<file path="config.mk">
export PLATFORM = sky130hd
export DESIGN_NAME = spi_slave_frame_buffer
export DESIGN_NICKNAME = d
export VERILOG_FILES = /design/src/rtl/spi_slave_frame_buffer.sv
export SDC_FILE = /design/constraint.sdc
export NUM_CORES = 1
export LEC_CHECK = 0
export CAP_MARGIN = 0
export CORE_UTILIZATION = 36
export DETAILED_ROUTE_END_ITERATION = 8
export PLACE_DENSITY = 0.49
export SETUP_SLACK_MARGIN = 0.3
export SYNTH_ARGS = -nofsm -noshare
export SYNTH_HDL_FRONTEND = slang
export SYNTH_SLANG_ARGS = --single-unit
</file>
<file path="constraint.sdc">
create_clock -name clk -period 2.1 [get_ports clk]
set_input_delay 0.21 -clock clk [delete_from_list [all_inputs] [get_ports clk]]
set_output_delay 0.21 -clock clk [all_outputs]
set_load 0.05 [all_outputs]
</file>
<file path="src/rtl/spi_slave_frame_buffer.sv">
// SPI slave frame buffer. It exchanges up to WORDS words of DATA_WIDTH bits per chip-select
// assertion. The SPI pins are oversampled in the clk domain. The system side writes a TX buffer
// and reads back the RX buffer committed at the end of each frame.
module spi_slave_frame_buffer #(
   parameter int unsigned DATA_WIDTH = 8,
   parameter int unsigned WORDS      = 4,
   parameter bit          CPOL       = 1'b0,
   parameter bit          CPHA       = 1'b0,
   parameter bit          MSB_FIRST  = 1'b1,
   parameter int unsigned AW         = (WORDS > 1) ? $clog2(WORDS) : 1,
   localparam int unsigned WCW       = $clog2(WORDS + 1)
) (
   input  logic                  clk,
   input  logic                  rst,
   input  logic                  tx_we,
   input  logic [AW-1:0]         tx_addr,
   input  logic [DATA_WIDTH-1:0] tx_data,
   input  logic [AW-1:0]         rx_addr,
   output logic [DATA_WIDTH-1:0] rx_data,
   output logic [WCW-1:0]        words_rx,
   output logic                  overrun,
   output logic                  frame_done,
   output logic                  ready,
   output logic                  miso,
   input  logic                  mosi,
   input  logic                  sclk,
   input  logic                  cs
);

   localparam int unsigned BW = (DATA_WIDTH > 1) ? $clog2(DATA_WIDTH) : 1;
   localparam logic [BW-1:0]  BIT_LAST = BW'(DATA_WIDTH - 1);
   localparam logic [WCW-1:0] WORDS_W  = WCW'(WORDS);
   localparam logic [AW:0]    WORDS_A  = (AW + 1)'(WORDS);

   typedef enum logic [1:0] {StWaitCsHigh, StIdle, StActive, StDone} state_e;

   state_e                r_state;
   state_e                w_state_next;
   logic                  w_start;
   logic                  w_commit;

   logic [2:0]            r_sclk_sync;
   logic [2:0]            r_cs_sync;
   logic [1:0]            r_mosi_sync;

   logic [DATA_WIDTH-1:0] r_tx_buf    [WORDS];
   logic [DATA_WIDTH-1:0] r_tx_shadow [WORDS];
   logic [DATA_WIDTH-1:0] r_rx_work   [WORDS];
   logic [DATA_WIDTH-1:0] r_rx_shadow [WORDS];

   logic [DATA_WIDTH-1:0] r_rx_shift;
   logic [DATA_WIDTH-1:0] w_rx_shift_next;
   logic [BW-1:0]         r_bit_cnt;
   logic [WCW-1:0]        r_word_idx;
   logic                  r_ovf;
   logic [BW-1:0]         r_tx_bit;
   logic [WCW-1:0]        r_tx_word;
   logic                  r_tx_started;
   logic [BW-1:0]         w_tx_bit_idx;

   logic [DATA_WIDTH-1:0] r_rx_data;
   logic [WCW-1:0]        r_words_rx;
   logic                  r_overrun;

   logic                  w_sclk_rise;
   logic                  w_sclk_fall;
   logic                  w_lead;
   logic                  w_trail;
   logic                  w_cs_rise;
   logic                  w_do_sample;
   logic                  w_do_shift;
   logic                  w_miso;

   // Pin synchronisers; the 3rd sclk/cs stage exists only for edge detection
   always_ff @(posedge clk or negedge rst) begin
      if (!rst) begin
         r_sclk_sync <= '0;
         r_cs_sync   <= '0;
         r_mosi_sync <= '0;
      end else begin
         r_sclk_sync <= {r_sclk_sync[1:0], sclk};
         r_cs_sync   <= {r_cs_sync[1:0], cs};
         r_mosi_sync <= {r_mosi_sync[0], mosi};
      end
   end

   // Edge decode: leading edge leaves CPOL, CPHA picks which edge samples and which shifts
   always_comb begin
      w_sclk_rise = r_sclk_sync[1] & ~r_sclk_sync[2];
      w_sclk_fall = ~r_sclk_sync[1] & r_sclk_sync[2];
      w_lead      = CPOL ? w_sclk_fall : w_sclk_rise;
      w_trail     = CPOL ? w_sclk_rise : w_sclk_fall;
      w_cs_rise   = r_cs_sync[1] & ~r_cs_sync[2];
      // A cs rise wins over any sclk edge in the same cycle
      w_do_sample = (r_state == StActive) & ~w_cs_rise & (CPHA ? w_trail : w_lead);
      w_do_shift  = (r_state == StActive) & ~w_cs_rise & (CPHA ? w_lead : w_trail);
      w_rx_shift_next = MSB_FIRST ? {r_rx_shift[DATA_WIDTH-2:0], r_mosi_sync[1]}
                                  : {r_mosi_sync[1], r_rx_shift[DATA_WIDTH-1:1]};
   end

   // State register
   always_ff @(posedge clk or negedge rst) begin
      if (!rst) begin
         r_state <= StWaitCsHigh;
      end else begin
         r_state <= w_state_next;
      end
   end

   // Next-state logic and state-decoded strobes/outputs
   always_comb begin
      w_state_next = r_state;
      w_start      = 1'b0;
      w_commit     = 1'b0;
      ready        = 1'b0;
      frame_done   = 1'b0;
      unique case (r_state)
         StWaitCsHigh: begin
            if (r_cs_sync[1]) w_state_next = StIdle;
         end
         StIdle: begin
            ready = 1'b1;
            // IDLE is only reached with cs high, so a low level here is the falling edge;
            // the level check also catches a fall that landed during DONE.
            if (!r_cs_sync[1]) begin
               w_start      = 1'b1;
               w_state_next = StActive;
            end
         end
         StActive: begin
            if (w_cs_rise) begin
               w_commit     = 1'b1;
               w_state_next = StDone;
            end
         end
         StDone: begin
            frame_done   = 1'b1;
            w_state_next = StIdle;
         end
         default: w_state_next = StWaitCsHigh;
      endcase
   end

   // System-side TX buffer writes; out-of-range addresses are dropped
   always_ff @(posedge clk or negedge rst) begin
      if (!rst) begin
         for (int i = 0; i < WORDS; i++) r_tx_buf[i] <= '0;
      end else if (tx_we && ({1'b0, tx_addr} < WORDS_A)) begin
         r_tx_buf[tx_addr] <= tx_data;
      end
   end

   // Frame datapath: snapshot, RX capture, TX bit pointer and commit into the RX shadow
   always_ff @(posedge clk or negedge rst) begin
      if (!rst) begin
         for (int i = 0; i < WORDS; i++) begin
            r_tx_shadow[i] <= '0;
            r_rx_work[i]   <= '0;
            r_rx_shadow[i] <= '0;
         end
         r_rx_shift   <= '0;
         r_bit_cnt    <= '0;
         r_word_idx   <= '0;
         r_ovf        <= 1'b0;
         r_tx_bit     <= '0;
         r_tx_word    <= '0;
         r_tx_started <= 1'b0;
         r_words_rx   <= '0;
         r_overrun    <= 1'b0;
      end else begin
         if (w_start) begin
            for (int i = 0; i < WORDS; i++) r_tx_shadow[i] <= r_tx_buf[i];
            r_rx_shift   <= '0;
            r_bit_cnt    <= '0;
            r_word_idx   <= '0;
            r_ovf        <= 1'b0;
            r_tx_bit     <= '0;
            r_tx_word    <= '0;
            // With CPHA=1 nothing is driven until the first leading edge
            r_tx_started <= !CPHA;
         end
         if (w_do_sample) begin
            if (r_word_idx < WORDS_W) begin
               r_rx_shift <= w_rx_shift_next;
               if (r_bit_cnt == BIT_LAST) begin
                  r_rx_work[r_word_idx[AW-1:0]] <= w_rx_shift_next;
                  r_word_idx <= r_word_idx + 1'b1;
                  r_bit_cnt  <= '0;
               end else begin
                  r_bit_cnt <= r_bit_cnt + 1'b1;
               end
            end else begin
               r_ovf <= 1'b1;
            end
         end
         if (w_do_shift) begin
            if (!r_tx_started) begin
               r_tx_started <= 1'b1;
            end else if (r_tx_word < WORDS_W) begin
               if (r_tx_bit == BIT_LAST) begin
                  r_tx_bit  <= '0;
                  r_tx_word <= r_tx_word + 1'b1;
               end else begin
                  r_tx_bit <= r_tx_bit + 1'b1;
               end
            end
         end
         if (w_commit) begin
            // Only completed words are copied; word_idx saturates at WORDS
            for (int i = 0; i < WORDS; i++) begin
               if (WCW'(i) < r_word_idx) r_rx_shadow[i] <= r_rx_work[i];
            end
            r_words_rx <= r_word_idx;
            r_overrun  <= r_ovf;
         end
      end
   end

   // Registered RX shadow read port
   always_ff @(posedge clk or negedge rst) begin
      if (!rst) begin
         r_rx_data <= '0;
      end else if ({1'b0, rx_addr} < WORDS_A) begin
         r_rx_data <= r_rx_shadow[rx_addr];
      end else begin
         r_rx_data <= '0;
      end
   end

   // MISO bit select; driven low outside ACTIVE and once the TX frame is exhausted
   always_comb begin
      w_tx_bit_idx = MSB_FIRST ? (BIT_LAST - r_tx_bit) : r_tx_bit;
      w_miso       = 1'b0;
      if ((r_state == StActive) && r_tx_started && (r_tx_word < WORDS_W)) begin
         w_miso = r_tx_shadow[r_tx_word[AW-1:0]][w_tx_bit_idx];
      end
   end

   assign miso     = w_miso;
   assign rx_data  = r_rx_data;
   assign words_rx = r_words_rx;
   assign overrun  = r_overrun;

endmodule

</file>
==> qor.csv <==
metric,value,unit
async_flop_share,100,%
drc,0,
fmax,407,MHz
cap_viol_max_count,0,
ff2ff_path_depth,5,
placedCellCount,818,
drt_iter0_markers,167,
hpwl,8.86,mm
clk_latency,0.42,ns
p_int,6.26,mW
violations,setup timing,
slowest_stage,mux4_2,
syn_avg_cell_area,13.5,sq um
vias_per_cell,4.73,
netlist_area,0.00704,sq mm
area_growth,22.9,%
cts_buffers,17,
finalSetupViolCount,1,
cts_tree,done,
rsz0062_at_grt,true,
pwr-share-comb,17.3,%
cts_buffer_depth,2,
crit_chain,mux4_2 -> mux2_4 -> o311ai_4 -> a311oi_4 -> buf_6,
slew-limit-headroom,66.2,%
fin_skew,0.00865,ns
cts.sink_count,171,
pwr_density_cell,1000,mW/mm^2
leakagePower,4.22,nW
slew_viol_final,0,
io_pins,33,
crit_fanout,6,
h-tree-depth,4,
grt_max_degree,55,
p_seq_share,46.4,%
holdWs,0.228,ns
min_path_cells,1,
max_stage_delay,0.53,ns
final_layout_size_suffix_gt1_share,30.5,%
ys_ff_latch,171,
vias,4069,
p_clk_share,36.3,%
critical_path_class,flop to primary output,
p_switching,2.43,mW
finalCriticalPeriod,2.46,ns
die_w,142,um
yosysWarnings,0,
nFillCells,1716,
layout.nets,619,
ant_nets,0,
floorplan.initialDensity,37.1,%
min_path_type,input pin to flop,
p_sw_share,27.9,%
hold_viol_final,0,
fin_ws,-0.359,ns
gp_congestion,0.712,
wl_per_cell,16.2,um
synth_cell_types,41,
post-route-period-util,117,%
cp-start-kind,flop,
grt_pass1_wl,23.6,mm
die_y,142,um
core,0.0190,sq mm
syn_inst,522,
num_rows,50,
crit_arrival,2.25,ns
ir_drop,0.561,mV
required,1.89,ns
syn-num-nets,554,
io_buffers,32,
worst_slew_pin_slew,0.506,ns
drt_pass1_iterations,4,
ys_seq_area_share,60.8,%
n_antenna_cell,0,
ys.flop_type,dfrtp_1,
layout.cells.non_filler,860,
grt_pass1_vias,4443,
wl,14.0,mm
status,"complete, but fails checks",
die_area,0.0201,sq mm
synth_edf_count,0,
grt_usage,15.7,%
overflow,0,
antenna_found_initial,0,
cts_root_buffer,clkbuf_16,
clk_pin_slew_worst_paths,0.06,ns
critPathCaptureType,primary output,
## layout by cell type (no fill, tap or decap), drive strengths merged, types with 6 or more instances in the layout
| master | count |
|---|---|
| dfrtp | 171 |
| nand2 | 133 |
| mux2 | 101 |
| buf | 33 |
| clkbuf | 21 |
| clkdlybuf4s50 | 20 |
| mux4 | 15 |
| ha | 14 |
| o21ai | 13 |
| inv | 9 |
| nand3 | 8 |
| nor2b | 7 |
| nor2 | 7 |
| clkinv | 6 |
## what timing repair did
item,4_1_cts,5_1_grt
buffers inserted,5,2
hold endpoints to repair,47,0
pin swaps,2,1
gates resized for setup,22,19
gates cloned,2,0
endpoints found under the setup margin,38,31
hold buffers,1,0
## cells by family after synthesis
kind of cell    synth area share (%)
mux                             21.8
flops                           60.8
fa+ha+maj                       2.49
simple gates                    10.4
compound gates                  2.86
buf+inv                         1.62
## worst paths after layout
check | from | endpoint | slack [ns]
max reg2reg | r_cs_sync[1]$_DFF_PN0_ | r_rx_work[20]$_DFFE_PN0P_ | 0.33
max in group asynchronous | rst | r_tx_shadow[20]$_DFFE_PN0P_ | 1.09
min reg2reg | r_mosi_sync[0]$_DFF_PN0_ | r_mosi_sync[1]$_DFF_PN0_ | 0.34
max | r_tx_word[1]$_DFF_PN0_ | miso | -0.36
min in group asynchronous | rst | r_rx_shadow[23]$_DFFE_PN0P_ | 0.31
min | cs | r_cs_sync[0]$_DFF_PN0_ | 0.23
## per-stage QoR
| step | instance area [sq um] | total power, mW | setup slack (ns) | setup TNS, ns | utilization [%] |
|---|---|---|---|---|---|
| 2_1_floorplan | 7080 | 5.03 | 0.207 | 0 | - |
| 6_report | 8650 | 8.69 | -0.359 | -0.359 | 45.6 |
| 4_1_cts | 8570 | 8.81 | -0.401 | -0.401 | 45.2 |
| 3_3_place_gp | 7850 | 5.49 | -0.0286 | -0.0286 | 41.4 |
| 5_1_grt | 8650 | 9.16 | -0.431 | -0.431 | 45.6 |
| 3_5_place_dp | 7850 | 5.54 | -0.0909 | -0.0909 | 41.4 |
## per-layer routing
metal  share of wire [%]  global-route usage, %
met5                   0                      0
met4                 1.5                   5.83
met3                 2.4                   3.37
met2                  51                   27.4
met1                  45                   19.0
## state kept, by name (all words and copies together), names as in the netlist
| name | flops |
|---|---|
| r_tx_shadow | 32 |
| r_tx_word | 3 |
| overrun | 1 |
| r_cs_sync | 3 |
| r_tx_buf | 32 |
| r_bit_cnt | 3 |
| r_word_idx | 3 |
| r_tx_bit | 3 |
| r_tx_started | 1 |
| r_ovf | 1 |
| words_rx | 3 |
| r_rx_work | 32 |
| r_rx_shadow | 32 |
| r_state | 2 |
| rx_data | 8 |
| r_rx_shift | 7 |
| r_mosi_sync | 2 |
| r_sclk_sync | 3 |
## Yosys cell counts, drive strengths merged (3+ instances only)
| cell type | n | area share (%) |
|---|---|---|
| buf | 9 | 0.76 |
| a21oi | 3 | 0.27 |
| clkbuf | 10 | 0.53 |
| inv | 6 | 0.32 |
| dfrtp | 171 | 61 |
| mux4 | 15 | 5.1 |
| nand3 | 7 | 1.2 |
| nand2 | 133 | 7.1 |
| ha | 14 | 2.5 |
| o21ai | 13 | 0.92 |
| nor2b | 7 | 0.62 |
| nor2 | 7 | 0.44 |
| mux2 | 101 | 16 |
| mux2i | 4 | 0.57 |
## critical path, delay by kind of cell (launching register included)
family                 cells  cell delay [ns]
multiplexers               2             0.83
AO/OA/AOI/OAI              2             0.34
buffers and inverters      1             0.19
flip-flops                 1             0.47
## final cells by class
cell class | instances | area, sq um | share of cell area (%)
Timing Repair Buffer | 64 | 629 | 7.28
Multi-Input combinational cell | 327 | 2800 | 32.3
Inverter | 6 | 22.5 | 0.260
Tap cell | 260 | 325 | 3.76
Clock buffer | 20 | 457 | 5.28
Clock inverter | 12 | 138 | 1.59
Sequential cell | 171 | 4280 | 49.5
## power by group through the flow
stage	sequential [mW]	clock [mW]	combinational, mW
detailed placement	4.09	0	1.45
CTS	4.04	3.25	1.52
global placement	4.09	0	1.40
global route	4.10	3.38	1.69
finish	4.04	3.15	1.50
floorplan	3.97	0	1.06
No activity file was read; power rests on OpenSTA's default activity.
==> RTL edit, RTL diff (config.mk and constraints unchanged) <==
Re-encode `state_e` (4 states) as Gray code, 2 bits wide.
--- a/src/rtl/spi_slave_frame_buffer.sv
+++ b/src/rtl/spi_slave_frame_buffer.sv
@@ -32,7 +32,7 @@
    localparam logic [WCW-1:0] WORDS_W  = WCW'(WORDS);
    localparam logic [AW:0]    WORDS_A  = (AW + 1)'(WORDS);
 
-   typedef enum logic [1:0] {StWaitCsHigh, StIdle, StActive, StDone} state_e;
+   typedef enum logic [1:0] {StWaitCsHigh = 2'b00, StIdle = 2'b01, StActive = 2'b11, StDone = 2'b10} state_e;
 
    state_e                r_state;
    state_e                w_state_next;
Behaviour: no difference found for any inputs over 10 cycles, from zero or initial values and one cycle with rst low; not proved beyond that.
==> RTL edit against the unedited design <==
The run still ends with negative setup slack left; total power shrank 2.4%; sequential power increased by 2%; clock power is 5% lower; area after synthesis shrank 1.7%; sequential cell count stayed put; wire length decreased by 3.4%; global-route usage down 0.43 points; setup slack worse by 33 ps; cell area down 1.8%; fmax down 1.3%; largest cell class unchanged; largest power group unchanged; highest routed layer unchanged.
==> RTL edit: results (changes against the unedited design) <==
[global_routing]
track_usage_pct = 15.3  ; was 15.7%
grt_pass1_vias = 4119  ; was 4443
grt_max_degree = 61  ; was 55
grt_pass1_wl_mm = 22.6  ; was 23.6 mm

[sta]
worst_slack_ps = -391  ; was -359 ps
worst_pin_slew_ps = 519  ; was 506 ps
skew_ps = 7.71  ; was 8.65 ps
setup_viol = 1  ; unchanged

[place]
post-place-ws_ps = -12.4  ; was -90.9 ps
place_congestion = 0.740  ; was 0.712
dp.cells = 721  ; was 818

[finish]
num-fill-cells = 1721  ; was 1716
fin_nets = 543  ; was 619
drive_above_1_share_pct = 43.5  ; was 30.5%

[synth]
yosys-top-cells-area = dfrtp_1 62%, mux2_2 20%, mux4_2 5.5%, nand2_1 2.1%, ha_1 1.8%  ; was dfrtp_1 61%, mux2_2 11%, nand2_1 7.0%, mux2_1 5.4%, mux4_2 2.9%
synth_nets = 476  ; was 554
avgSynthCellArea_um2 = 15.4  ; was 13.5 µm²
synth_common_cells = 171 x dfrtp_1, 120 x mux2_2, 38 x nand2_1  ; was 171 x dfrtp_1, 132 x nand2_1, 67 x mux2_2
synth_cell_types = 35  ; was 41
seq_area_frac_synth_pct = 61.9  ; was 60.8%

[setup_path]
cp_max_fo = 10  ; was 6
cp.arrival_ps = 2280  ; was 2250 ps

[drt]
viasPerCell = 4.95  ; was 4.73

[pwr]
leakagePower_nw = 3.98  ; was 4.22 nW
vdd_ir_drop_max_mv = 0.777  ; was 0.561 mV

[min_path]
hold_path_class = in -> async  ; was in -> reg

[outcome]
violations = negative setup slack  ; unchanged
outcome = finished, violations left  ; unchanged

==> RTL edit: changes by cell type after synthesis, moves of 5 or more <==
cell,delta
mux2_1,-25
mux2_2,+53
mux4_1,-6
mux4_2,+8
nand2_1,-94
o21ai_0,+5
==> RTL edit: final timing paths <==
path | from | end | slack, ps | cells past startpoint
setup reg to reg | r_cs_sync[1] | r_rx_work[17] | 310 | 5
hold / removal | rst | r_rx_work[0] | 210 | 2
min in group clk | sclk | r_sclk_sync[0] | 220 | 1
hold reg to reg | r_cs_sync[0] | r_cs_sync[1] | 350 | 0
setup / recovery | r_tx_word[1] | miso | -390 | 6
max in group asynchronous | rst | r_tx_buf[25] | 1140 | 3
==> RTL edit: report_power, final <==
part / leakage [nW] / internal [mW] / switching, mW / total [mW]
Sequential: 2.22 / 3.80 / 0.337 / 4.14
Clock: 0.285 / 1.78 / 1.22 / 3.00
Combinational: 1.48 / 0.779 / 0.568 / 1.35
==> RTL edit: logic make-up after synthesis <==
kind of cell | count (synthesis) | share of synthesized area (%)
adder cells (fa/ha/maj) | 10 | 1.81
flip-flops | 171 | 61.9
AO/OA/AOI/OAI | 29 | 2.57
buffers and inverters | 19 | 1.12
AND/OR/NAND/NOR | 71 | 5.82
multiplexers | 148 | 26.8
==> RTL edit: worst max-delay path, stage by stage (launching register included) <==
cell and delay, ps:
dfrtp_1 370, buf_12 150, mux4_2 510, mux4_2 500, nor2_4 120, a211oi_4 50
buf_6 150
==> RTL edit: area by class of cell <==
class | instances | area [µm²] | area share (%)
clock buffers | 20 | 457 | 5.38
clock inverters | 10 | 100 | 1.18
inverters | 3 | 11.3 | 0.133
repair buffers | 63 | 662 | 7.80
flip-flops and latches | 171 | 4280 | 50.4
well taps | 234 | 293 | 3.45
multi-input cells | 259 | 2690 | 31.6
==> RTL edit: what timing repair did <==
action                                  CTS  global route
pin swaps                                 2             1
endpoints found under the setup margin   60            86
hold endpoints to repair                133             0
gates resized for setup                  11            18
buffers inserted                          4             2
cloned                                    1             1
hold buffers                              1             0
==> RTL edit: metal layers <==
metal	part of all wire [%]	GRT usage (%)
met5	0	0
met4	1.9	6.41
met3	2.7	4.21
met2	50	24.8
met1	45	19.2
==> RTL edit: stage by stage <==
step | utilization [%] | setup TNS, ps
after global placement | 41.3 | 0
after detailed placement | 41.3 | -12.4
after CTS | 44.8 | -436
final | 45.2 | -391
after floorplan | - | 0
after global routing | 45.2 | -470
